--- src/rtl/ula_pkg.sv ---
// Shared types for the 4-bit ULA and its command-side controller:
// select codes, FSM states, the command word layout and the ULA function.
package ula_pkg;

   localparam int ULA_W     = 4;
   localparam int ULA_SEL_W = 3;

   typedef enum logic [ULA_SEL_W-1:0] {
      SEL_PASS_A = 3'b000,
      SEL_NOT_A  = 3'b001,
      SEL_PASS_B = 3'b010,
      SEL_NOT_B  = 3'b011,
      SEL_AND    = 3'b100,
      SEL_NAND_A = 3'b101,
      SEL_AND_NB = 3'b110,
      SEL_NOR    = 3'b111
   } sel_e;

   typedef enum logic [1:0] {
      ST_IDLE   = 2'd0,
      ST_EXEC   = 2'd1,
      ST_RESULT = 2'd2
   } state_e;

   typedef struct packed {
      logic                 load;
      logic [ULA_SEL_W-1:0] sel;
      logic [ULA_W-1:0]     b;
      logic                 last;
   } cmd_t;

   function automatic logic [ULA_W-1:0] ula_eval(
      input logic [ULA_W-1:0]     a,
      input logic [ULA_W-1:0]     b,
      input logic [ULA_SEL_W-1:0] sel
   );
      logic [ULA_W-1:0] y;
      y = '0;
      unique case (sel)
         SEL_PASS_A: y = a;
         SEL_NOT_A:  y = ~a;
         SEL_PASS_B: y = b;
         SEL_NOT_B:  y = ~b;
         SEL_AND:    y = a & b;
         SEL_NAND_A: y = ~a & b;
         SEL_AND_NB: y = a & ~b;
         SEL_NOR:    y = ~(a | b);
         default:    y = '0;
      endcase
      return y;
   endfunction

endpackage

--- src/rtl/ula_cmd_fifo.sv ---
// Synchronous command FIFO, registered storage, no write-to-read bypass.
// Pushes when full and pops when empty are ignored.
module ula_cmd_fifo #(
   parameter int DW    = 8,
   parameter int DEPTH = 4
) (
   input  logic          clk,
   input  logic          rst,
   input  logic          push_i,
   input  logic [DW-1:0] data_i,
   input  logic          pop_i,
   output logic [DW-1:0] data_o,
   output logic          full_o,
   output logic          empty_o
);

   localparam int AW = $clog2(DEPTH);
   localparam int CW = AW + 1;

   logic [DW-1:0] mem_q [DEPTH];
   logic [AW-1:0] wr_q, rd_q;
   logic [CW-1:0] count_q;
   logic          do_push, do_pop;

   assign full_o  = (count_q == CW'(DEPTH));
   assign empty_o = (count_q == '0);
   assign do_push = push_i && !full_o;
   assign do_pop  = pop_i && !empty_o;
   assign data_o  = mem_q[rd_q];

   always_ff @(posedge clk) begin
      if (do_push) begin
         mem_q[wr_q] <= data_i;
      end
   end

   // Power-of-two depth lets the pointers wrap naturally.
   always_ff @(posedge clk) begin
      if (rst) begin
         wr_q    <= '0;
         rd_q    <= '0;
         count_q <= '0;
      end else begin
         if (do_push) wr_q <= wr_q + AW'(1);
         if (do_pop)  rd_q <= rd_q + AW'(1);
         count_q <= count_q + CW'(do_push) - CW'(do_pop);
      end
   end

endmodule

--- src/rtl/ula_ctrl.sv ---
// Command-side driver for the 4-bit ULA: command FIFO, accumulator, result port.
// Define ULA_CTRL_ZFLAG_EN to add the res_zero output.
module ula_ctrl
   import ula_pkg::*;
#(
   parameter int W     = ULA_W,
   parameter int SEL_W = ULA_SEL_W,
   parameter int DEPTH = 4
) (
   input  logic             clk,
   input  logic             rst,
   input  logic             cmd_valid,
   output logic             cmd_ready,
   input  logic             cmd_load,
   input  logic [SEL_W-1:0] cmd_sel,
   input  logic [W-1:0]     cmd_b,
   input  logic             cmd_last,
   output logic [W-1:0]     op_a,
   output logic [W-1:0]     op_b,
   output logic [SEL_W-1:0] sel_ULA,
   input  logic [W-1:0]     ula_out,
   output logic             res_valid,
   input  logic             res_ready,
   output logic [W-1:0]     res_data
`ifdef ULA_CTRL_ZFLAG_EN
   ,
   output logic             res_zero
`endif
);

   localparam int CMD_W = $bits(cmd_t);

   cmd_t             push_cmd, head;
   logic [CMD_W-1:0] fifo_dout;
   logic             full, empty, pop;

   state_e           state_q;
   logic [W-1:0]     acc_q, op_a_q, op_b_q, res_data_q;
   logic [SEL_W-1:0] sel_q;
   logic             res_valid_q, last_q;
`ifdef ULA_CTRL_ZFLAG_EN
   logic             zero_q;
`endif

   assign push_cmd  = '{load: cmd_load, sel: cmd_sel, b: cmd_b, last: cmd_last};
   assign head      = cmd_t'(fifo_dout);
   assign cmd_ready = !full;
   assign pop       = (state_q == ST_IDLE) && !empty;

   ula_cmd_fifo #(
      .DW    (CMD_W),
      .DEPTH (DEPTH)
   ) u_fifo (
      .clk     (clk),
      .rst     (rst),
      .push_i  (cmd_valid),
      .data_i  (push_cmd),
      .pop_i   (pop),
      .data_o  (fifo_dout),
      .full_o  (full),
      .empty_o (empty)
   );

   always_ff @(posedge clk) begin
      if (rst) begin
         state_q     <= ST_IDLE;
         acc_q       <= '0;
         op_a_q      <= '0;
         op_b_q      <= '0;
         sel_q       <= '0;
         last_q      <= 1'b0;
         res_valid_q <= 1'b0;
         res_data_q  <= '0;
`ifdef ULA_CTRL_ZFLAG_EN
         zero_q      <= 1'b0;
`endif
      end else begin
         unique case (state_q)
            ST_IDLE: begin
               if (pop) begin
                  if (head.load) begin
                     acc_q <= head.b;
                     if (head.last) begin
                        res_data_q  <= head.b;
                        res_valid_q <= 1'b1;
`ifdef ULA_CTRL_ZFLAG_EN
                        zero_q      <= (head.b == '0);
`endif
                        state_q     <= ST_RESULT;
                     end
                  end else begin
                     op_a_q  <= acc_q;
                     op_b_q  <= head.b;
                     sel_q   <= head.sel;
                     last_q  <= head.last;
                     state_q <= ST_EXEC;
                  end
               end
            end
            // ULA output settles from the registered operands in one cycle.
            ST_EXEC: begin
               acc_q <= ula_out;
               if (last_q) begin
                  res_data_q  <= ula_out;
                  res_valid_q <= 1'b1;
`ifdef ULA_CTRL_ZFLAG_EN
                  zero_q      <= (ula_out == '0);
`endif
                  state_q     <= ST_RESULT;
               end else begin
                  state_q <= ST_IDLE;
               end
            end
            ST_RESULT: begin
               if (res_ready) begin
                  res_valid_q <= 1'b0;
                  state_q     <= ST_IDLE;
               end
            end
            default: state_q <= ST_IDLE;
         endcase
      end
   end

   assign op_a      = op_a_q;
   assign op_b      = op_b_q;
   assign sel_ULA   = sel_q;
   assign res_valid = res_valid_q;
   assign res_data  = res_data_q;
`ifdef ULA_CTRL_ZFLAG_EN
   assign res_zero  = zero_q;
`endif

endmodule

--- config.mk ---
export PLATFORM = sky130hd
export DESIGN_NAME = ula_ctrl
export DESIGN_NICKNAME = d
export VERILOG_FILES = /design/src/rtl/ula_pkg.sv /design/src/rtl/ula_cmd_fifo.sv /design/src/rtl/ula_ctrl.sv
export SDC_FILE = /design/constraint.sdc
export NUM_CORES = 1
export LEC_CHECK = 0
export BUFFER_PORTS_ARGS = -buffer_cell sky130_fd_sc_hd__buf_2
export CORE_MARGIN = 3
export CORE_UTILIZATION = 26
export CTS_BUF_LIST = sky130_fd_sc_hd__clkbuf_2 sky130_fd_sc_hd__clkbuf_4 sky130_fd_sc_hd__clkbuf_8
export DETAILED_ROUTE_END_ITERATION = 10
export PLACE_DENSITY = 0.53
export SETUP_SLACK_MARGIN = 0.4
export SLEW_MARGIN = 20
export SYNTH_ARGS = -nofsm -noshare
export SYNTH_HDL_FRONTEND = slang
export SYNTH_SLANG_ARGS = --single-unit
--- constraint.sdc ---
create_clock -name clk -period 5.18 [get_ports clk]
set_input_delay 1.295 -clock clk [delete_from_list [all_inputs] [get_ports clk]]
set_output_delay 1.295 -clock clk [all_outputs]
set_load 0.1 [all_outputs]
Word-level counts from Yosys, hierarchy flattened
Memories as Yosys holds them, arrays and structs flattened. A register that Yosys moved wholly into a read port is not among the register bits.
Cells that the tools add are included.

cells by class
  $add $sub $neg = 4
  equal/unequal tests = 9
  bitwise operators = 1
  multiplexer cells = 24
  reduce and logical (&&, ||, !) cells = 14

operator list
  kind                                                             number
  4-bit 2-to-1 mux                                                 6
  4-bit case mux with 2 select lines                               2
  2-bit 2-to-1 mux                                                 7
  3-bit AND reduction                                              3
  2-bit != test, second input constant                             4
  1-bit 2-to-1 mux                                                 7
  2-bit case mux with 3 select lines                               1
  6-bit AND reduction                                              1
  5-bit AND reduction                                              1
  2-bit by 1-bit adder with 2-bit output, second input constant    2
  3-bit by 1-bit adder with 3-bit output                           1
  3-bit == test, second input constant                             1
  1-bit logical AND                                                3
  3-bit zero test                                                  1
  3-bit != test, second input constant                             1
  1-bit case mux with 3 select lines                               1
  3-bit nonzero test                                               1
  3-bit by 1-bit subtractor with 3-bit output                      1
  2-bit by 1-bit == test with 1-bit output, second input constant  1
  2-bit == test, second input constant                             1
  1-bit zero test                                                  2
  2-bit zero test                                                  1
  2-bit by 1-bit != test with 1-bit output, second input constant  1
  2-bit nonzero test                                               1
  1-bit NOT                                                        1

word-level totals
  output and inout bits = 17
  memories = 1
  RAM bits = 36
  flip-flop bits (word level) = 30
  bits of input ports = 17
  logic and storage cells = 64

memory list
  memory        depth  width  read ports  clocked after Yosys merged registers in  wr ports  RTL line            RTL
  u_fifo.mem_q  4      9      1           1                                        1         ula_cmd_fifo.sv:20  logic [DW-1:0] mem_q [DEPTH];

Longest topological paths before layout
  word-level depth = 6
  gate-level depth with buffers = 9

Modules after synthesis
A second synthesis with hierarchy kept.

unflattened totals
  cells, all modules = 211
  area total of the unflattened synthesis = 2797.7 um2

modules (own cells, without submodules)
  module        cells an instance  seq. area each (um2)  area each (um2)  times used
  ula_cmd_fifo  98                 1261.2                1776.7           1
  ula_ctrl      113                460.4                 1021.0           1

Least setup slack after synthesis
No wires, ideal clock.

  kind = input to register
  start = input cmd_valid
  end = register u_fifo.count_q[2]
  library setup time = 128 ps
  slack = 2643 ps
  data required time = 5052 ps
  stages on the path = 6
  path buffers = 0
  data arrival time = 2409 ps
  cells stage by stage = a21boi_1 ha_1 fa_1 xnor2_1 xnor2_1 nor2_1

between the ends
  cells in the longest elaborated chain, start to end = 3

RTL lines
  what                                         RTL line            RTL
  from (decl)                                  ula_ctrl.sv:12      input logic cmd_valid,
  1-bit logical AND                            ula_cmd_fifo.sv:27  assign do_push = push_i && !full_o;
  3-bit by 1-bit adder with 3-bit output       ula_cmd_fifo.sv:46  count_q <= count_q + CW'(do_push) - CW'(do_pop);
  3-bit by 1-bit subtractor with 3-bit output  ula_cmd_fifo.sv:46
  to (signal assigned)                         ula_cmd_fifo.sv:46
  to (decl)                                    ula_cmd_fifo.sv:22  logic [CW-1:0] count_q;

No other way between the ends.
A chain may end at the register's enable or synchronous reset.

Worst setup path in the final report
  start = register u_fifo.count_q[1]
  end = output cmd_ready

between the ends
  cells in the longest elaborated chain, start to end = 2

RTL lines
  what             RTL line            RTL
  3-bit == test    ula_cmd_fifo.sv:25  assign full_o = (count_q == CW'(DEPTH));
  1-bit zero test  ula_ctrl.sv:47      assign cmd_ready = !full;
  to (decl)        ula_ctrl.sv:13      output logic cmd_ready,

No other way between the ends.

==> results.yml <==
yosys:
  synth_area_um2: 2684
  synth.area.mux_share_pct: 16.04
  syn_nets: 209
  yosys.area_share.adder_pct: 3.543
  synth_top_family_by_area: "multiplexers"
  yosysSeqAreaShare_pct: 64.15
  synth_xor_area_share_pct: 1.632
  synth_cell_types: 31
  synth-simple-area-share_pct: 9.697
  yosysWarnings: 0
  avgSynthCellArea_um2: 14.51
  synth-compound-area-share_pct: 2.098
  postSynthCellCount: 185
  ys_seq_elements: 68
clocking:
  root_buffer: "clkbuf_8"
  path_clk_slew_ns: 0.07
  postCtsSetupBuffers: 0
  cts_tree: "yes"
  cts_hold_buf: 0
  cts_sinks: 68
  insertion_delay_ns: 0.33
  ctsLongestPathBuffers: 2
  htreeDepth: 3
  postCtsResizedCells: 0
  cts_buffers: 9
floorplan:
  start_util_pct: 27.08
  fp-row-count: 36
  dieWidth_um: 107.6
  fp.coreArea_um2: 9910
  pin_count: 34
  die_h_um: 107.6
  die_area_um2: 11580
placement:
  placement.io_buffers: 33
  gp_congestion: 0.6967
  dpl.cell_count: 345
  hpwl_um: 3306
routing:
  viasPerCell: 4.050
  drc: 0
  vias: 1462
  drtIter0Drc: 93
  highest_layer: "met4"
  wire_per_inst_um: 13.15
  ant_nets: 0
  wirelength_met1_um: 2193
  wl_met3_um: 237
  routed_wl_um: 4747
  dr_wl_met2_um: 2263
  firstDrtPassIters: 3
power:
  powerDensity_nw_per_um2: 655.7
  power.leakage_nw: 1.215
  vdd_ir_drop_max_mv: 0.2030
critical_path:
  cp_cell_sequence: "nor2_1 -> nand2_1 -> buf_2"
  crit_slowest_cell: "buf_2"
  worst_setup_path_end_kind: "output port"
  slowest_delay_ns: 0.41
  startpoint_type: "flop"
  cp_data_required_time_ns: 3.88
  critical_path_buf_inv_count: 1
  worstPathMaxFanout: 4
  cp_top_family: "buffers and inverters"
  worstSetupPathType: "reg2out"
  cp.arrival_ns: 1.29
timing:
  tightest_slew_ns: 0.6379
  skew_ns: 0.009550
  period_needed_ns: 2.588
  drv_slew: 0
  fin_setup_tns_ns: 0
  relSlewSlack_pct: 57.47
  rsz0062_at_grt: "false"
  setup_violations: 0
  hold_viol_final: 0
  timing.fmax_mhz: 386.5
  period_share_pct: 49.95
grt:
  grt_pass1_vias: 1563
  grt_overflow_total: 0
  grt_pass1_wl_um: 8183
  grt_usage_pct: 9.373
  grt_max_degree: 35
  antenna_found_initial: 0
outcome:
  outcome: "finished clean"
final_layout:
  fillCellCount: 1033
  antenna_cells: 0
  final_common_cell: "edfxtp_1"
  syn2layout_area_growth_pct: 19.07
  drive_gt1_share_pct: 28.95
  multi_input_area_um2: 885.9
  fin_nets: 247
  register_area_um2: 1722
  final_cells: 361
  most-common-layout-cells: "edfxtp_1 (36), buf_2 (33), dfxtp_1 (32), nor2_1 (22), mux2i_1 (16)"
hold_path:
  hold_path_class: "reg2reg"
run:
  drv_cap: 0
-- flip-flops by register name, indices dropped and copies added (netlist names), named ones only --
name,cells
u_fifo.wr_q,2
u_fifo.count_q,3
u_fifo.rd_q,2
state_q,2
u_fifo.mem_q,36
op_b,4
res_valid,1
acc_q,4
op_a,4
last_q,1
sel_ULA,3
res_data,4
-- routing by layer --
metal	up-vias	global-route usage, %
met5	-	0
met2	29	14.25
met3	4	4.079
li1	732	-
met1	697	12.13
met4	0	2.705
-- power breakdown --
| part | total (mW) | internal [mW] | switching [mW] |
|---|---|---|---|
| logic | 0.845 | 0.284 | 0.562 |
| registers | 0.780 | 0.692 | 0.0884 |
| clock network | 0.470 | 0.280 | 0.191 |
-- stage by stage --
stage	cell area [µm²]	utilization [%]	setup slack [ns]	power, mW	hold WS [ns]
2_1_floorplan	2684	-	2.643	1.512	0.4335
3_5_place_dp	2980	30.08	2.376	1.653	0.4517
5_1_grt	3196	32.25	2.533	2.238	0.4870
6_report	3196	32.25	2.592	2.095	0.4572
3_3_place_gp	2980	30.08	2.399	1.647	0.4395
4_1_cts	3196	32.25	2.567	2.128	0.4617
-- worst reg2reg max path: stages, from the launching register on --
cell,delay [ns]
dfxtp_1,0.35
nor3_1,0.50
nor3_1,0.15
ha_1,0.31
inv_1,0.04
ha_1,0.18
fa_1,0.37
xnor2_1,0.18
xnor2_1,0.14
nor2_1,0.05
-- synthesized netlist by cell type (all sizes together) --
cell type / instances / area [µm²]
a211oi: 1 / 7.510
a21boi: 1 / 7.510
a21o: 1 / 7.510
a21oi: 2 / 10.01
a221oi: 1 / 8.760
and2: 4 / 25.02
buf: 2 / 22.52
clkbuf: 5 / 20.01
dfxtp: 32 / 640.6
edfxtp: 36 / 1081
fa: 1 / 20.02
ha: 6 / 75.07
inv: 9 / 33.78
mux2: 6 / 67.56
mux2i: 16 / 160.2
mux4: 9 / 202.7
nand2: 5 / 18.77
nand2b: 2 / 12.51
nand3: 1 / 5.000
nand3b: 1 / 7.510
nor2: 22 / 82.58
nor2b: 9 / 56.30
nor3: 2 / 10.01
nor4: 1 / 21.27
nor4b: 1 / 8.760
o22ai: 1 / 6.260
o31a: 1 / 8.760
or2: 1 / 6.260
or3: 1 / 6.260
xnor2: 5 / 43.79
-- worst paths after layout --
check,from,endpoint,slack [ns],depth (start not counted)
max reg2reg,u_fifo.count_q[2],u_fifo.count_q[2],2.80,9
min reg2reg,acc_q[3],acc_q[3],0.46,2
max,u_fifo.count_q[1],cmd_ready,2.59,3
min,acc_q[3],acc_q[3],0.46,2
-- cells by family (layout without fill, tap and decap cells) --
logic type	count (synthesis)	after routing
flip-flops	68	68
multiplexers	31	31
adder cells (fa/ha/maj)	7	7
AO/OA/AOI/OAI	8	8
XOR/XNOR	5	5
AND/OR/NAND/NOR	50	50
buffers and inverters	16	59
-- cell type report --
type                    instances  area share, %
clock buffers                  11          4.346
inverters                       9          1.057
clock inverters                 5          2.388
multi-input cells             101          27.72
repair buffers                 34          5.403
well taps                     133          5.208
flip-flops and latches         68          53.88
(Power assumes the default switching activity.)
